===== src/rtl/interrupt_controller.sv =====
// Interrupt controller: IF/IE registers on the MMU bus, edge-captured source requests,
// lowest-index-first priority to the CPU. Define INTC_ACK_HANDSHAKE_EN to drive int_ack pulses.
module interrupt_controller (
  input  logic        clock,
  input  logic        reset,
  input  logic [4:0]  int_req,
  output logic [4:0]  int_ack,
  input  logic        mem_enable,
  input  logic        rd_n,
  input  logic        wr_n,
  input  logic [15:0] A,
  input  logic [7:0]  di,
  output logic [7:0]  dout,   // read data; "do" is a reserved word in SystemVerilog
  output logic        cpu_irq,
  output logic [7:0]  cpu_vector,
  input  logic        cpu_ack
);

  localparam logic [15:0] ADDR_IF = 16'hFF0F;
  localparam logic [15:0] ADDR_IE = 16'hFFFF;

  logic [4:0] req_prev_reg;
  logic [4:0] if_reg;
  logic [4:0] if_next;
  logic [7:0] ie_reg;
  logic [7:0] ie_next;
  logic [7:0] dout_reg;
  logic [7:0] dout_next;

  logic       sel_if;
  logic       sel_ie;
  logic       wr_if;
  logic       wr_ie;
  logic       rd_if;
  logic       rd_ie;
  logic [4:0] set;
  logic [4:0] pend;
  logic [4:0] first;
  logic [4:0] seen_lower;
  logic [4:0] ack_clr;
  logic [7:0] vector_next;

  // Bus decode
  assign sel_if = mem_enable & (A == ADDR_IF);
  assign sel_ie = mem_enable & (A == ADDR_IE);
  assign wr_if  = sel_if & ~wr_n;
  assign wr_ie  = sel_ie & ~wr_n;
  assign rd_if  = sel_if & ~rd_n;
  assign rd_ie  = sel_ie & ~rd_n;

  assign set  = int_req & ~req_prev_reg;
  assign pend = if_reg & ie_reg[4:0];

  // One-hot of the lowest pending source: a bit wins only if no lower bit is pending
  assign seen_lower[0] = 1'b0;
  generate
    for (genvar gi = 0; gi < 5; gi++) begin : g_prio
      if (gi > 0) begin : g_chain
        assign seen_lower[gi] = seen_lower[gi-1] | pend[gi-1];
      end
      assign first[gi] = pend[gi] & ~seen_lower[gi];
    end
  endgenerate

  assign ack_clr = cpu_ack ? first : 5'b0;

  always_comb begin
    vector_next = 8'h00;
    for (int i = 0; i < 5; i++) begin
      if (first[i]) begin
        vector_next = 8'h40 + (8'(i) << 3);
      end
    end
  end

  assign cpu_irq    = |pend;
  assign cpu_vector = vector_next;

  // Hardware set has the final say over both CPU write and service clear
  always_comb begin
    if_next = ((wr_if ? di[4:0] : if_reg) & ~ack_clr) | set;
    ie_next = wr_ie ? di : ie_reg;
  end

  always_comb begin
    dout_next = 8'h00;
    if (rd_if) begin
      dout_next = {3'b111, if_reg};
    end else if (rd_ie) begin
      dout_next = ie_reg;
    end
  end

  always_ff @(posedge clock) begin
    if (reset) begin
      req_prev_reg <= 5'b0;
      if_reg       <= 5'b0;
      ie_reg       <= 8'h00;
      dout_reg     <= 8'h00;
    end else begin
      req_prev_reg <= int_req;
      if_reg       <= if_next;
      ie_reg       <= ie_next;
      dout_reg     <= dout_next;
    end
  end

  assign dout = dout_reg;

`ifdef INTC_ACK_HANDSHAKE_EN
  logic [4:0] int_ack_reg;

  always_ff @(posedge clock) begin
    if (reset) begin
      int_ack_reg <= 5'b0;
    end else begin
      int_ack_reg <= set;
    end
  end

  assign int_ack = int_ack_reg;
`else
  assign int_ack = 5'b0;
`endif

endmodule


===== config.mk =====
export PLATFORM = sky130hd
export DESIGN_NAME = interrupt_controller
export DESIGN_NICKNAME = d
export VERILOG_FILES = /design/src/rtl/interrupt_controller.sv
export SDC_FILE = /design/constraint.sdc
export NUM_CORES = 1
export LEC_CHECK = 0
export CAP_MARGIN = 15
export CORE_UTILIZATION = 41
export CTS_CLUSTER_SIZE = 8
export DETAILED_ROUTE_END_ITERATION = 12
export PLACE_DENSITY_LB_ADDON = 0.15
export SLEW_MARGIN = 25
export SYNTH_ARGS = -nofsm -noshare
export SYNTH_HDL_FRONTEND = slang
export SYNTH_SLANG_ARGS = --single-unit

===== constraint.sdc =====
create_clock -name clock -period 1.71 [get_ports clock]
set_input_delay 0.342 -clock clock [delete_from_list [all_inputs] [get_ports clock]]
set_output_delay 0.342 -clock clock [all_outputs]
set_load 0.005 [all_outputs]

==> out/qor.log <==
[worst_setup_path] launching element of the worst setup path if_reg[2]
[power] part of the total power dissipated in combinational logic 0.151
[floorplan] Initial Util 0.444
[synthesis] share of synthesized flip-flops with an asynchronous set or reset 0
[worst_setup_path] Critical Setup Path Class register to output port
[synthesis] Yosys reg bits 26
[finish] Area Overhead vs Synth 55.1%
[timing] unrepaired setup endpoints after global routing true
[cts] cts bufs inserted 3
[synthesis] yosys warns 0
[routing] antenna viol nets, final 0
[cts] clock tree buffer depth 2
[synthesis] list of most frequent post-synthesis cells sky130_fd_sc_hd__nand3_1 (27), sky130_fd_sc_hd__dfxtp_1 (26), sky130_fd_sc_hd__a21oi_1 (16)
[floorplan] io pins 57
[synthesis] fraction of synthesized cell area taken by the top area cell type 0.414
[routing] DRC 3
[worst_setup_path] delay-heaviest family, CP buffers and inverters
[synthesis] cell type with the largest total area after synthesis sky130_fd_sc_hd__dfxtp_1
[timing] final hold vios 0
[cts] clock slew at reported path FFs 140 ps
[cts] clock tree from TritonCTS done
[power] largest voltage drop on the vdd net 0.000264 V
[routing] initial drt markers 59
[power] Leakage 0.000800 uW
[synthesis] Syn Inst Count 152
[worst_setup_path] largest incremental delay on the critical path 350 ps
[place] post-detail-place hpwl 2430 um
[place] minimum setup slack after placement -369 ps
[synthesis] Post-Syn Area 1260 um^2
[worst_setup_path] depth of the most critical reg-to-reg path 6
[worst_setup_path] r2r endpoint if_reg[3]
[grt] pin count of the biggest net entering global routing 17
[floorplan] Die H 57.4 um
[worst_setup_path] crit path buf inv count 4
[timing] Achievable Freq 0.506 GHz
[grt] combined global-route utilization of all metal layers 0.206
[synthesis] primary flip-flop cell chosen by synthesis mapping sky130_fd_sc_hd__dfxtp_1
[power] power density normalized to cell area 572 nW/um^2
[timing] Min Clock Period, post-route 1980 ps
[power] sw frac 0.231
[worst_setup_path] endpoint of the most critical setup path cpu_vector[5]
[timing] final worst clock skew 9.61 ps
[worst_setup_path] Worst path depth 7
[floorplan] row cnt 19
[synthesis] largest cells by area after synthesis sky130_fd_sc_hd__dfxtp_1 (41%), sky130_fd_sc_hd__nand3_1 (11%), sky130_fd_sc_hd__a21oi_1 (6.4%), sky130_fd_sc_hd__buf_4 (6.0%), sky130_fd_sc_hd__nand4_1 (3.5%)
[grt] vias in the first global route 1289
[grt] first-pass GRT wire length 5320 um
[worst_setup_path] launching point of the worst reg2reg path if_reg[2]
[place] Port Buffers 47
[grt] initial antenna violation count 0
[worst_setup_path] crit path max fanout 2
[place] weighted congestion at the end of routability-driven global placement 0.811
[timing] Setup-failing EPs final 5
[worst_setup_path] required time worst endpoint 1370 ps
[synthesis] Cell variety after synth 31
[routing] Vias 1407
[worst_setup_path] endpoint class of the critical path output port
[worst_setup_path] Critical Path, Cell by Cell a222oi_1 > buf_4 > buf_6 > buf_6 > nand2_2 > nor2_2 > buf_2
[power] Reg power frac 0.570
[worst_hold_path] worst hold-check path type register to register
[cts] clk_lat worst skew 330 ps
[worst_setup_path] category of the worst setup path launch point register
[finish] Final Net Count 255
[cts] count of clock tree sinks 26
[timing] Final period util 1.16
[cts] clock root cell sky130_fd_sc_hd__clkbuf_4
[synthesis] count of flip-flops with a built-in enable after synthesis 0
[floorplan] chip width 57.4 um
[run_status] run status finished, violations left
[timing] worst hold-check slack 481 ps
[run_status] violations in the final reports design-rule violations, negative setup slack
[routing] average wire per standard cell 14.3 um
[timing] Final Max Tran Viols 0
[power] power spent charging and discharging nets 258 uW
[floorplan] Placeable Area 2830 um^2
[routing] average vias per placed instance 5.63
[routing] total routed wirelength 3590 um
[synthesis] sequential-to-total area share from yosys stat 0.414
[finish] fraction of layout instances using a drive strength above 1 0.242
[synthesis] Avg Synthesized Cell Area 8.27 um^2
[routing] number of detailed-routing iterations run before antenna repair 8
[timing] final worst setup slack -266 ps
[worst_setup_path] setup slack of the worst register-to-register path 230 ps
[floorplan] die outline area 3290 um^2
[job] number of violations of the max-capacitance limit 0
[worst_setup_path] data arrival time of the worst path 1630 ps
[cts] level count of the clock H-tree 1
[grt] remaining global-route overflow 0
[finish] diode count 0
[synthesis] dominant cell by count in the synthesized netlist sky130_fd_sc_hd__nand3_1
[power] clock network fraction of total power 0.279
[finish] number of filler instances in the final layout 234
[power] internal power 858 uW
[worst_setup_path] cell with the biggest individual delay on the critical path sky130_fd_sc_hd__dfxtp_2
[worst_setup_path] CP dominant cell by count sky130_fd_sc_hd__buf_6
logic make-up (layout without fill, tap and decap cells):
| group | after synthesis | after routing | synth area share |
|---|---|---|---|
| simple gates | 64 | 64 | 0.294 |
| compound gates | 37 | 37 | 0.180 |
| other cells | 1 | 9 | 0.00298 |
| buf+inv | 24 | 83 | 0.109 |
| flops | 26 | 26 | 0.414 |
tightest hold or removal path, stage by stage (launching register included):
cell and delay, ps:
sky130_fd_sc_hd__dfxtp_1 330, sky130_fd_sc_hd__nand3_1 60, sky130_fd_sc_hd__a21oi_1 60
per-stage QoR:
step	total power [uW]	cell area (um^2)	std cells	util	TNS, ps
floorplan	711	1290	160	-	0
global placement	806	1820	238	0.642	-5920
detailed placement	810	1820	238	0.642	-6600
CTS	1110	1870	245	0.660	-867
global route	1160	1950	250	0.690	-1390
finish	1120	1950	250	0.690	-912
worst min path at each step:
stage	start	endpoint	slack, ps	cells past startpoint
global route	ie_reg[6]	dout[6]	500	2
CTS	ie_reg[6]	dout[6]	490	2
global placement	ie_reg[5]	dout[5]	460	2
floorplan	ie_reg[5]	dout[5]	440	2
finish	ie_reg[5]	dout[5]	480	2
detailed placement	ie_reg[6]	dout[6]	470	2
layout by cell type (no fill, tap or decap), types with 3 or more instances in the layout:
master,n
sky130_fd_sc_hd__conb_1,9
sky130_fd_sc_hd__nand2b_1,5
sky130_fd_sc_hd__nand2_1,10
sky130_fd_sc_hd__dfxtp_1,22
sky130_fd_sc_hd__inv_1,6
sky130_fd_sc_hd__nor2b_1,3
sky130_fd_sc_hd__clkdlybuf4s50_1,40
sky130_fd_sc_hd__a21oi_1,14
sky130_fd_sc_hd__o21ai_0,8
sky130_fd_sc_hd__buf_2,5
sky130_fd_sc_hd__nand4_1,7
sky130_fd_sc_hd__buf_4,22
sky130_fd_sc_hd__nand3_1,25
sky130_fd_sc_hd__o221ai_1,5
sky130_fd_sc_hd__dfxtp_2,4
sky130_fd_sc_hd__clkbuf_4,3
sky130_fd_sc_hd__buf_6,4
layer usage:
layer | vias to the layer above | routed length [um] | track usage
met5 | - | 0 | 0
met4 | 0 | 128 | 0.0976
met3 | 11 | 230 | 0.0340
met2 | 71 | 1760 | 0.354
met1 | 653 | 1470 | 0.249
li1 | 672 | - | -
power by group through the flow:
stage	combinational (uW)	clock, uW	sequential, uW
after global routing	183	337	638
final	169	312	636
after detailed placement	162	0	647
after global placement	159	0	647
after CTS	164	312	634
after floorplan	62.9	0	648
cell type report:
class                      instances  area [um^2]  share of cell area
inverter                           6         22.5              0.0115
sequential                        26          526               0.269
multi-input combinational        110          667               0.342
tap                               31         38.8              0.0199
clock buffer                       4         36.3              0.0186
timing repair buffer              73          661               0.339
repair_timing:
| action | in CTS | in global routing |
|---|---|---|
| endpoints found under the setup margin | 9 | 18 |
| hold buffers | 0 | 0 |
| cloned | 0 | 1 |
| setup buffers | 3 | 4 |
| gates resized for setup | 28 | 15 |
| pin swaps | 4 | 5 |
| endpoints found under the hold margin | 0 | 0 |
Power figures use the tool's default switching activity.
==> patch (config.mk and constraints unchanged) <==
Put a register stage on the output `cpu_irq`, without a reset. The value now appears one clock later. The other outputs are not delayed to match.
--- a/src/rtl/interrupt_controller.sv
+++ b/src/rtl/interrupt_controller.sv
@@ -74,5 +74,7 @@
   end
 
-  assign cpu_irq    = |pend;
+  always_ff @(posedge clock) begin
+    cpu_irq <= |pend;
+  end
   assign cpu_vector = vector_next;
 
Behaviour: not the same (Yosys sat finds a counterexample within 4 cycles, from zero or initial values and one cycle with reset high).
==> patch against the unedited design <==
- the run still ends with DRC, setup timing left
- largest cell class unchanged
- via count grew 2.9%
- critical path depth shrank 1
- synthesized area grew 1.6%
- global-route usage grew 0.38 points
- critical path type unchanged
- count of clock-buffer cells in the layout shrank 1
- sequential power grew 3.8%
- clock power shrank 13%
- setup slack gained 0.053 ns
- sequential cell count grew 1
- combinational power grew 5%
- routed wire length grew 1.3%
- core utilization grew 1.4 points
- largest power group unchanged
- final area grew 2.9%
- power shrank 0.64%
==> patch: results (changes against the unedited design) <==
CTS resizes 34 (+21%); GPL Wtd Cong 0.8975 (+11%); Clock transition at path regs 0.14 ns (about the same); first-pass GRT wire length 5499 µm (+3.4%); r2r worst-path depth 8 (+2); dpl cell area 1864 µm² (+2.6%); Met2 Routed Length 1959 µm (+11%); Seq/Total Area, Yosys 42.31% (+0.92 points); met2 GRT Util 38.75% (+3.4 points); largest net degree at the start of global routing 29 (+12); routing usage on met3 2.679% (-0.72 points); max incr delay on CP 0.38 ns (+0.03 ns); DRT met1 WL 1366 µm (-6.8%); vias in the first global route 1343 (+4.2%); drt drc 1 (-2); Sequential Power Share 59.5% (+2.5 points); Max VDD drop 0.3429 mV (+30%); Post-Route WL 3630 µm (+1.3%); Psw 266.6 µW (+3.3%); Nets 258 (+1.2%); Yosys cell types 31 (unchanged); # setup viols final 4 (-1); top cells by area, synth dfxtp_1 (42%), nand3_1 (11%), a21oi_1 (6.3%), buf_4 (5.9%), nand4_1 (3.4%); DR pass1 iterations 9 (+1); Compound-Gate Fraction of Synth Area 17.73% (-0.28 points); Top Layer Used met4; DP Worst Slack -0.4346 ns (-0.06605 ns); metal3 WL 264 µm (+15%); failing checks DRC, setup timing; Commonest cells post-synth dfxtp_1 (27), nand3_1 (27), a21oi_1 (16), nand2_1 (11), buf_4 (10); DP HPWL 2516 µm (+3.3%); layout cells sized above 1 24.77% (+0.57 points); CP max-delay cell a222oi_1; placed cell count 241 (+1.3%); number of setup buffers added after CTS 4 (+1); Leak 0.0008078 µW (+0.94%); final worst-path setup slack -0.2131 ns (+0.05326 ns); status complete, but fails checks; Critical Path End cpu_vector[3]; Syn Inst Count 153 (+0.66%); CP delay by family, top buffers and inverters; clock skew 0.006919 ns (-0.002691 ns); DRT iter0 DRCs 89 (+51%); met1 usage 24.51% (-0.42 points); Crit Path Max Fanout 3 (+1); Synth Area in Adders 0% (unchanged); fin cells 253 (+1.2%); gr usage total 20.97% (+0.38 points); clock group power 272 µW (-13%); flop2flop setup slack 0 ns (-0.23 ns); Post-synth ARST share 0% (unchanged); via count 1448 (+2.9%); Clk network pwr share 24.5% (-3.4 points); CP arrival 1.58 ns (-0.05 ns)
-- patch: final cells by class --
type | instances | area [µm²]
multi-input cells | 110 | 689.4
fillers | 229 | 845.8
clock inverters | 1 | 5.005
clock buffers | 3 | 22.52
inverters | 6 | 22.52
repair buffers | 75 | 683.2
well taps | 31 | 38.79
flip-flops and latches | 27 | 545.5
-- patch: cells by family (layout without fill, tap and decap cells) --
| group | after synthesis | after routing |
|---|---|---|
| AO/OA/AOI/OAI | 37 | 37 |
| buffers and inverters | 24 | 85 |
| other | 1 | 9 |
| flip-flops | 27 | 27 |
| AND/OR/NAND/NOR | 64 | 64 |
-- patch: stage by stage --
| stage | hold WS (ns) | TNS, ns |
|---|---|---|
| floorplan | 0.4445 | 0 |
| finish | 0.4818 | -0.5485 |
| detailed placement | 0.4585 | -7.446 |
| global route | 0.4959 | -0.9863 |
| global placement | 0.4579 | -6.614 |
| CTS | 0.4780 | -0.4165 |
